==> src/rtl/prog_counter.sv <==
`default_nettype none
// ============================================================================
// prog_counter : up/down counter with modulo, prescaler, load, one-shot mode
// Revision     : 1.0
// ============================================================================
module prog_counter #(
  parameter int WIDTH      = 8,
  parameter int PRESCALE_W = 4
) (
  input  logic                  clk,
  input  logic                  rst,
  input  logic                  en,
  input  logic                  up,
  input  logic                  load,
  input  logic [WIDTH-1:0]      load_val,
  input  logic [WIDTH-1:0]      modulo,
  input  logic [PRESCALE_W-1:0] prescale,
  input  logic                  oneshot,
  output logic [WIDTH-1:0]      count,
  output logic                  tc,
  output logic                  done
);

  typedef enum logic [0:0] {
    ST_RUN  = 1'b0,
    ST_HALT = 1'b1
  } state_t;

  state_t                state_q, state_d;
  logic [WIDTH-1:0]      count_q, count_d;
  logic [PRESCALE_W-1:0] pre_cnt_q, pre_cnt_d;
  logic                  tc_q, tc_d;
  logic                  done_q, done_d;
  logic                  step;
  logic                  wrap;

  always_comb begin
    state_d   = state_q;
    count_d   = count_q;
    pre_cnt_d = pre_cnt_q;
    tc_d      = 1'b0;
    done_d    = done_q;
    step      = 1'b0;
    wrap      = 1'b0;

    if (load) begin
      count_d   = load_val;
      pre_cnt_d = '0;
      done_d    = 1'b0;
      state_d   = ST_RUN;
    end else if (en && (state_q == ST_RUN)) begin
      step = (pre_cnt_q == prescale);
      if (step) begin
        pre_cnt_d = '0;
        // Up uses >= so an out-of-range loaded value wraps on the next step
        if (up) begin
          if (count_q >= modulo) begin
            count_d = '0;
            wrap    = 1'b1;
          end else begin
            count_d = count_q + WIDTH'(1);
          end
        end else begin
          if (count_q == '0) begin
            count_d = modulo;
            wrap    = 1'b1;
          end else begin
            count_d = count_q - WIDTH'(1);
          end
        end
        if (wrap) begin
          tc_d = 1'b1;
          if (oneshot) begin
            state_d = ST_HALT;
            done_d  = 1'b1;
          end
        end
      end else begin
        pre_cnt_d = pre_cnt_q + PRESCALE_W'(1);
      end
    end
  end

  always_ff @(posedge clk) begin
    if (rst) begin
      state_q   <= ST_RUN;
      count_q   <= '0;
      pre_cnt_q <= '0;
      tc_q      <= 1'b0;
      done_q    <= 1'b0;
    end else begin
      state_q   <= state_d;
      count_q   <= count_d;
      pre_cnt_q <= pre_cnt_d;
      tc_q      <= tc_d;
      done_q    <= done_d;
    end
  end

  assign count = count_q;
  assign tc    = tc_q;
  assign done  = done_q;

endmodule
`default_nettype wire

==> config.mk <==
export PLATFORM = sky130hd
export DESIGN_NAME = prog_counter
export DESIGN_NICKNAME = d
export VERILOG_FILES = /design/src/rtl/prog_counter.sv
export SDC_FILE = /design/constraint.sdc
export NUM_CORES = 1
export LEC_CHECK = 0
export BUFFER_PORTS_ARGS = -buffer_cell sky130_fd_sc_hd__buf_4
export CAP_MARGIN = 20
export CORE_MARGIN = 2
export CORE_UTILIZATION = 30
export DETAILED_ROUTE_END_ITERATION = 12
export SLEW_MARGIN = 10
export SYNTH_ARGS = -nofsm -noshare
export SYNTH_HDL_FRONTEND = slang
export SYNTH_SLANG_ARGS = --single-unit
export TNS_END_PERCENT = 5
==> constraint.sdc <==
create_clock -name clk -period 2.8 [get_ports clk]
set_input_delay 0.14 -clock clk [delete_from_list [all_inputs] [get_ports clk]]
set_output_delay 0.14 -clock clk [all_outputs]
set_load 0.01 [all_outputs]
==> parameters.txt, run 1 <==
Parameter                              Value

Outcome
  Status ... finished, final reports clean

Timing
  Final setup margin ... 464 ps
  Fin Setup TNS ... 0 ps
  Peak clock frequency supported by timing ... about 430 MHz
  RSZ-0062 raised after global routing ... false
  Setup violations, final ... 0
  Max-Slew Margin vs Limit ... 63.7%
  Fraction of the cycle the final worst path needs ... 83.4%
  Number of slew-limit violations in the final report ... 0
  Final clock skew ... 6.74 ps
  Hold Fails Final Rpt ... 0
  Worst slew pin tran ... between 500 and 600 ps
  Final worst path period need ... 2340 ps

Synth
  Cell taking the most area after synthesis ... sky130_fd_sc_hd__dfxtp_1
  Synthesized instance count ... roughly 170
  Post-synth top flop ... sky130_fd_sc_hd__dfxtp_1
  Synth top area share ... 21.0%
  Count of distinct cell types in the synthesized netlist ... 47
  Mean post-synth cell area ... just under 8 µm²
  Number of enable-type register cells in the synthesized netlist ... 0
  Area contributors post-synth ... sky130_fd_sc_hd__dfxtp_1, sky130_fd_sc_hd__ha_1, sky130_fd_sc_hd__xnor2_1
  Portion of the post-synthesis area used by sequential elements ... 21.0%
  Net count after synthesis ... 206
  Fraction of synthesis flops using an asynchronous set or reset pin ... 0%
  Cell area after synthesis ... between 1000 and 1500 µm²
  Syn. warnings ... 0
  Number of storage elements in the synthesis netlist ... 14

Pwr
  Ratio of total power to cell area ... between 300 and 400 nW/µm²
  Peak ir drop on the vdd network ... 0.000189 V
  Total design power ... 0.667 mW
  Leakage Power ... 0.746 nW

Clock tree
  Clock sinks ... 14
  Buffers inserted by post-CTS timing repair ... 0
  Number of buffers inserted by hold repair at cts ... 0
  CTS clk-pin slew, worst paths ... 60 ps
  Clock insertion delay at the later pin of the skew report ... 260 ps
  Number of buffers added by the clock tree synthesis step ... 3
  H-tree depth ... 1
  CTS tree ... yes
  Resize count post-CTS ... 0
  Max clock buf depth ... 2
  Clock tree root buffer cell ... sky130_fd_sc_hd__clkbuf_8

Routing
  Post-Route WL ... 3770 µm
  Number of DRC violations after detailed-routing iteration 0 ... between 80 and 90
  Wire per inst ... approximately 15 µm
  Routed via count divided by cell count ... 5.42
  Remaining design rule violation count ... 0
  Vias ... 1372
  Final ANT Viol Nets ... 0
  First-pass iteration count of the detailed router ... 5

Worst setup path
  Count of buffer and inverter cells on the critical path ... 1
  Nature of the critical path endpoint ... register
  Type of origin of the critical path ... register
  Crit path largest cell delay ... approximately 600 ps
  Cell family with the largest share of critical-path delay ... compound AO/OA/AOI/OAI gates
  Worst setup path class ... reg2reg
  Worst-path maximum fanout ... 11
  Highest-delay cell along the critical path ... sky130_fd_sc_hd__dfxtp_1
  Arr. time, crit path ... 2490 ps
  Data required, critical path ... 2950 ps
  Critical-path cell list ... inv_1, ha_1, or3b_1, or2_0, o21ai_0, a211o_1, a32o_1

Final layout
  Final net count ... between 200 and 250
  Fraction of final layout cells with drive strength greater than 1 ... 23.9%
  Final antenna diode count ... 0
  Cell area after layout ... 1700 µm²
  Layout overhead on the synthesized area ... 26.9%
  Most common cell after layout, fill and taps aside ... sky130_fd_sc_hd__buf_4
  Most frequent cells in the layout ... sky130_fd_sc_hd__buf_4, sky130_fd_sc_hd__inv_1, sky130_fd_sc_hd__dfxtp_1

Job
  Max-capacitance violation count ... 0

Placed design
  Port Buf Inserts ... 35
  Final weighted congestion of routability-driven global placement ... 0.878
  Final HPWL from detailed placement ... approximately 2900 µm
  Minimum setup slack after placement ... between 500 and 600 ps
  Cell area reported after detailed placement ... 1640 µm²

Floorplanning
  Initial Util ... 30.9%
  Height of the die ... 70.7 µm
  Std-Cell Rows ... 24
  Floorplan die width ... 70.7 µm
  Area of the core ... about 4300 µm²
  Ports placed on the boundary ... 36
  Die area ... 5000 µm²

Min path
  Min-delay worst type ... in2reg

GRT
  Overall Global Routing Usage ... 15.3%
  Wire length of the first global-routing pass ... just over 6000 µm
  Initial antenna violation count ... 0
  Number of global-route vias before repair ... 1232
  Pin count of the biggest net entering global routing ... 21
  Remaining global-route overflow ... 0
## synth_stat cells, types with 3 or more instances
cell type / n
sky130_fd_sc_hd__a211o_1: 4
sky130_fd_sc_hd__a21oi_1: 6
sky130_fd_sc_hd__a31oi_1: 3
sky130_fd_sc_hd__a32o_1: 3
sky130_fd_sc_hd__clkbuf_1: 7
sky130_fd_sc_hd__dfxtp_1: 14
sky130_fd_sc_hd__ha_1: 12
sky130_fd_sc_hd__inv_1: 14
sky130_fd_sc_hd__nand2_1: 9
sky130_fd_sc_hd__nand2b_1: 4
sky130_fd_sc_hd__nand3_1: 6
sky130_fd_sc_hd__nor2_1: 10
sky130_fd_sc_hd__nor3_1: 9
sky130_fd_sc_hd__o21ai_0: 5
sky130_fd_sc_hd__o31ai_1: 3
sky130_fd_sc_hd__xnor2_1: 11
sky130_fd_sc_hd__xor2_1: 4
## cell type report
cell class / instances / area, µm²
Fill cell: 477 / 2630
Multi-Input combinational cell: 130 / 950
Timing Repair Buffer: 39 / 293
Sequential cell: 14 / 280
Tap cell: 52 / 65.1
Clock buffer: 4 / 55.1
Inverter: 14 / 52.6
## worst register-to-register path, delay by kind of cell, from the launching register on
kind	cells	cell delay, ps
and+or+nand+nor	2	600
AOI/OAI and AO/OA	3	620
buffers and inverters	1	150
DFF	1	600
adders and majority gates	1	260
## sequential cells by signal, summed over array words and instances (netlist names)
signal     count
tc             1
done           1
count          8
pre_cnt_q      4
## per-stage QoR
| stage | hold slack [ps] | util, % | instances |
|---|---|---|---|
| final | 95.0 | 39.2 | 253 |
| after global routing | 105 | 39.2 | 253 |
| after CTS | 88.6 | 39.2 | 253 |
| after detailed placement | 356 | 37.9 | 249 |
| after global placement | 350 | 37.9 | 249 |
| after floorplan | 266 | - | 168 |
## routing by layer
layer | track usage [%] | vias up | routed length (µm)
li1 | - | 691 | -
met1 | 21.9 | 637 | 1830
met2 | 22.9 | 39 | 1700
met3 | 3.85 | 5 | 213
met4 | 3.56 | 0 | 36
met5 | 0 | - | 0
## worst paths after layout
| kind | from | end | slack [ps] | depth (start not counted) |
|---|---|---|---|---|
| max | count[1] | count[2] | 460 | 7 |
| max reg2reg | count[1] | count[2] | 460 | 7 |
| min reg2reg | pre_cnt_q[1] | pre_cnt_q[1] | 510 | 2 |
| min | oneshot | done | 90 | 2 |
## power by group
part           total (mW)  switching, mW  internal (mW)  leakage, nW
registers           0.224         0.0156          0.208        0.114
logic               0.230          0.120          0.110        0.603
clock network       0.213         0.0881          0.125       0.0288
## cell families (layout without fill, tap and decap cells)
kind of cell / after synthesis / after routing / synth area share, %
AND/OR/NAND/NOR: 55 / 55 / 21.8
AO/OA/AOI/OAI: 47 / 47 / 27.4
buffers and inverters: 24 / 57 / 7.96
XOR/XNOR: 15 / 15 / 9.83
flip-flops: 14 / 14 / 21.0
adder cells (fa/ha/maj): 12 / 12 / 11.2
multiplexers: 1 / 1 / 0.749
(Power assumes the default switching activity.)
==> run 2: changes to the inputs <==
==> constraint.sdc (replaced) <==
create_clock -name clk -period 2.3 [get_ports clk]
set_input_delay 0.115 -clock clk [delete_from_list [all_inputs] [get_ports clk]]
set_output_delay 0.115 -clock clk [all_outputs]
set_load 0.01 [all_outputs]
==> run 2 against run 1 <==
Net effect: hold slack lost 27 ps; largest power group unchanged; cell count grew 1.2%; critical path type unchanged; total power grew 22%; cell area grew 1.3%; setup slack lost 270 ps; clock power grew 21%; flip-flop and latch count is the same; register-to-register slack lost 270 ps; non-clock buffer count grew 3; critical path depth is the same.
==> parameters.txt, run 2 (same netlist as run 1, synthesis figures left out) <==
Parameter                              Value

Clock tree
  CTS tree ... yes
  Clock insertion delay at the later pin of the skew report ... 250 ps (about the same)
  Clock sinks ... 14 (unchanged)
  Resize count post-CTS ... 0 (unchanged)
  Number of buffers inserted by hold repair at cts ... 0 (unchanged)
  Clock tree root buffer cell ... sky130_fd_sc_hd__clkbuf_8
  Buffers inserted by post-CTS timing repair ... 0 (unchanged)
  Number of buffers added by the clock tree synthesis step ... 3 (unchanged)
  H-tree depth ... 1 (unchanged)
  CTS clk-pin slew, worst paths ... 70 ps (about the same)
  Max clock buf depth ... 2 (unchanged)

Floorplanning
  Initial Util ... 30.9% (unchanged)
  Floorplan die width ... 70.7 µm (unchanged)
  Die area ... 5000 µm² (unchanged)
  Height of the die ... 70.7 µm (unchanged)
  Ports placed on the boundary ... 36 (unchanged)
  Area of the core ... 4320 µm² (unchanged)
  Std-Cell Rows ... 24 (unchanged)

Timing
  Final clock skew ... 0.816 ps (-5.93 ps)
  Fin Setup TNS ... 0 ps (unchanged)
  Peak clock frequency supported by timing ... 475 MHz (+11%)
  Worst Hold Slack ... 68.0 ps (-26.9 ps)
  Worst slew pin tran ... 576 ps (+33.8 ps)
  Final worst path period need ... 2100 ps (-231 ps)
  RSZ-0062 raised after global routing ... false
  Max-Slew Margin vs Limit ... 61.5% (-2.3 points)
  Number of slew-limit violations in the final report ... 0 (unchanged)
  Final setup margin ... 195 ps (-269 ps)
  Setup violations, final ... 0 (unchanged)
  Fraction of the cycle the final worst path needs ... 91.5% (+8.1 points)
  Hold Fails Final Rpt ... 0 (unchanged)

Routing
  Remaining design rule violation count ... 0 (unchanged)
  Final ANT Viol Nets ... 0 (unchanged)
  Wire per inst ... 15.2 µm (+1.9%)
  Vias ... 1430 (+4.2%)
  First-pass iteration count of the detailed router ... 4 (-1)
  Number of DRC violations after detailed-routing iteration 0 ... 71 (-12%)
  Routed via count divided by cell count ... 5.59 (+3.0%)
  Post-Route WL ... 3890 µm (+3.1%)

Final layout
  Number of flip-flops under the largest register name ... 8 (unchanged)
  Final antenna diode count ... 0 (unchanged)
  Most common cell after layout, fill and taps aside ... sky130_fd_sc_hd__buf_4
  Layout overhead on the synthesized area ... 28.6%
  Final net count ... 243 (+1.3%)
  Most frequent cells in the layout ... sky130_fd_sc_hd__buf_4, sky130_fd_sc_hd__inv_1, sky130_fd_sc_hd__dfxtp_1
  Cell area after layout ... 1720 µm² (+1.3%)
  Fraction of final layout cells with drive strength greater than 1 ... 25.0% (+1.1 points)

Min path
  Min-delay worst type ... in2reg
  Hold worst-path end ... done
  Worst Min Path Start ... oneshot
  Hold path cells ... 2 (unchanged)

Worst setup path
  Worst r2r src ... count[1]
  Worst setup path class ... reg2reg
  Cell family with the largest share of critical-path delay ... simple AND/OR/NAND/NOR gates
  Worst-path maximum fanout ... 6 (-5)
  Worst reg-to-reg setup slack ... 200 ps (-270 ps)
  Critical Path Stages ... 7 (unchanged)
  Highest-delay cell along the critical path ... sky130_fd_sc_hd__or3b_1
  Depth of the worst register-to-register path ... 7 (unchanged)
  Arr. time, crit path ... 2290 ps (-200 ps)
  Data required, critical path ... 2480 ps (-470 ps)
  Critical register-to-register path endpoint ... count[1]
  Count of buffer and inverter cells on the critical path ... 1 (unchanged)
  Crit path largest cell delay ... 450 ps (-150 ps)
  Critical-path cell list ... inv_1, ha_1, or3b_1, or2_0, a211oi_2, a2111oi_1, a211oi_2
  Type of origin of the critical path ... register
  Most common cell on crit path ... sky130_fd_sc_hd__a211oi_2
  Nature of the critical path endpoint ... register

Placed design
  Final HPWL from detailed placement ... 2990 µm (+2.7%)
  Minimum setup slack after placement ... 228 ps (-306 ps)
  Final weighted congestion of routability-driven global placement ... 0.859 (-2.2%)
  Port Buf Inserts ... 35 (unchanged)
  Cell area reported after detailed placement ... 1660 µm² (+1.4%)

GRT
  Remaining global-route overflow ... 0 (unchanged)
  Overall Global Routing Usage ... 16.1% (+0.89 points)
  Number of global-route vias before repair ... 1346 (+9.3%)
  Pin count of the biggest net entering global routing ... 21 (unchanged)
  Initial antenna violation count ... 0 (unchanged)
  Wire length of the first global-routing pass ... 6540 µm (+5.9%)

Pwr
  Leakage Power ... 0.761 nW (+2.0%)
  Reg power frac ... 33.1% (-0.5 points)
  Switching component of the power ... 0.273 mW (+22%)
  Ratio of total power to cell area ... 475 nW/µm² (+21%)
  Internal power contribution ... 0.542 mW (+22%)
  Total design power ... 0.815 mW (+22%)
  Share of total power consumed by net switching ... 33.5% (about the same)
  Logic pwr share ... 35.3% (+0.9 points)
  Peak ir drop on the vdd network ... 0.000210 V (+11%)
  Clock share of power ... 31.6% (-0.4 points)

Job
  Max-capacitance violation count ... 0 (unchanged)

Outcome
  Status ... finished, final reports clean
[run 2: cell types whose count changed in the layout (fill, tap and decap cells not counted), sizes merged]
cell / delta
buf: +3
[run 2: how the worst max path moves through the flow]
stage | start | to | slack, ps
2_1_floorplan | count[0] | count[2] | 160
3_3_place_gp | count[5] | count[3] | 260
3_5_place_dp | count[0] | count[1] | 230
4_1_cts | count[0] | count[1] | 220
5_1_grt | count[1] | count[3] | 50
6_report | count[1] | count[1] | 200
[run 2: final cells by class]
type                       instances  area (µm²)
clock buffer                       4        55.1
fill                             496        2610
inverter                          14        52.6
multi-input combinational        130         950
sequential                        14         280
tap                               52        65.1
timing repair buffer              42         315
[run 2: worst register-to-register path, delay by kind of cell (launching register included)]
kind	cells	cell delay, ps
fa+ha+maj	1	240
flops	1	340
compound gates	3	540
buf+inv	1	100
simple gates	2	800
[run 2: per-stage QoR]
| step | instances | utilization [%] |
|---|---|---|
| after CTS | 256 | 39.7 |
| final | 256 | 39.7 |
| after global routing | 256 | 39.7 |
| after detailed placement | 252 | 38.5 |
| after floorplan | 168 | - |
| after global placement | 252 | 38.5 |
[run 2: metal layers]
metal | share of wire [%] | up-vias | GRT usage (%)
met2 | 46 | 65 | 24.1
met1 | 47 | 662 | 23.7
met4 | 0.98 | 0 | 5.24
li1 | - | 699 | -
met3 | 6.5 | 4 | 2.56
met5 | 0 | - | 0
[run 2: power groups by stage]
stage	combinational, mW	sequential, mW	clock [mW]
5_1_grt	0.320	0.272	0.268
4_1_cts	0.286	0.270	0.258
2_1_floorplan	0.189	0.277	0
3_3_place_gp	0.286	0.275	0
3_5_place_dp	0.285	0.275	0
6_report	0.288	0.270	0.258
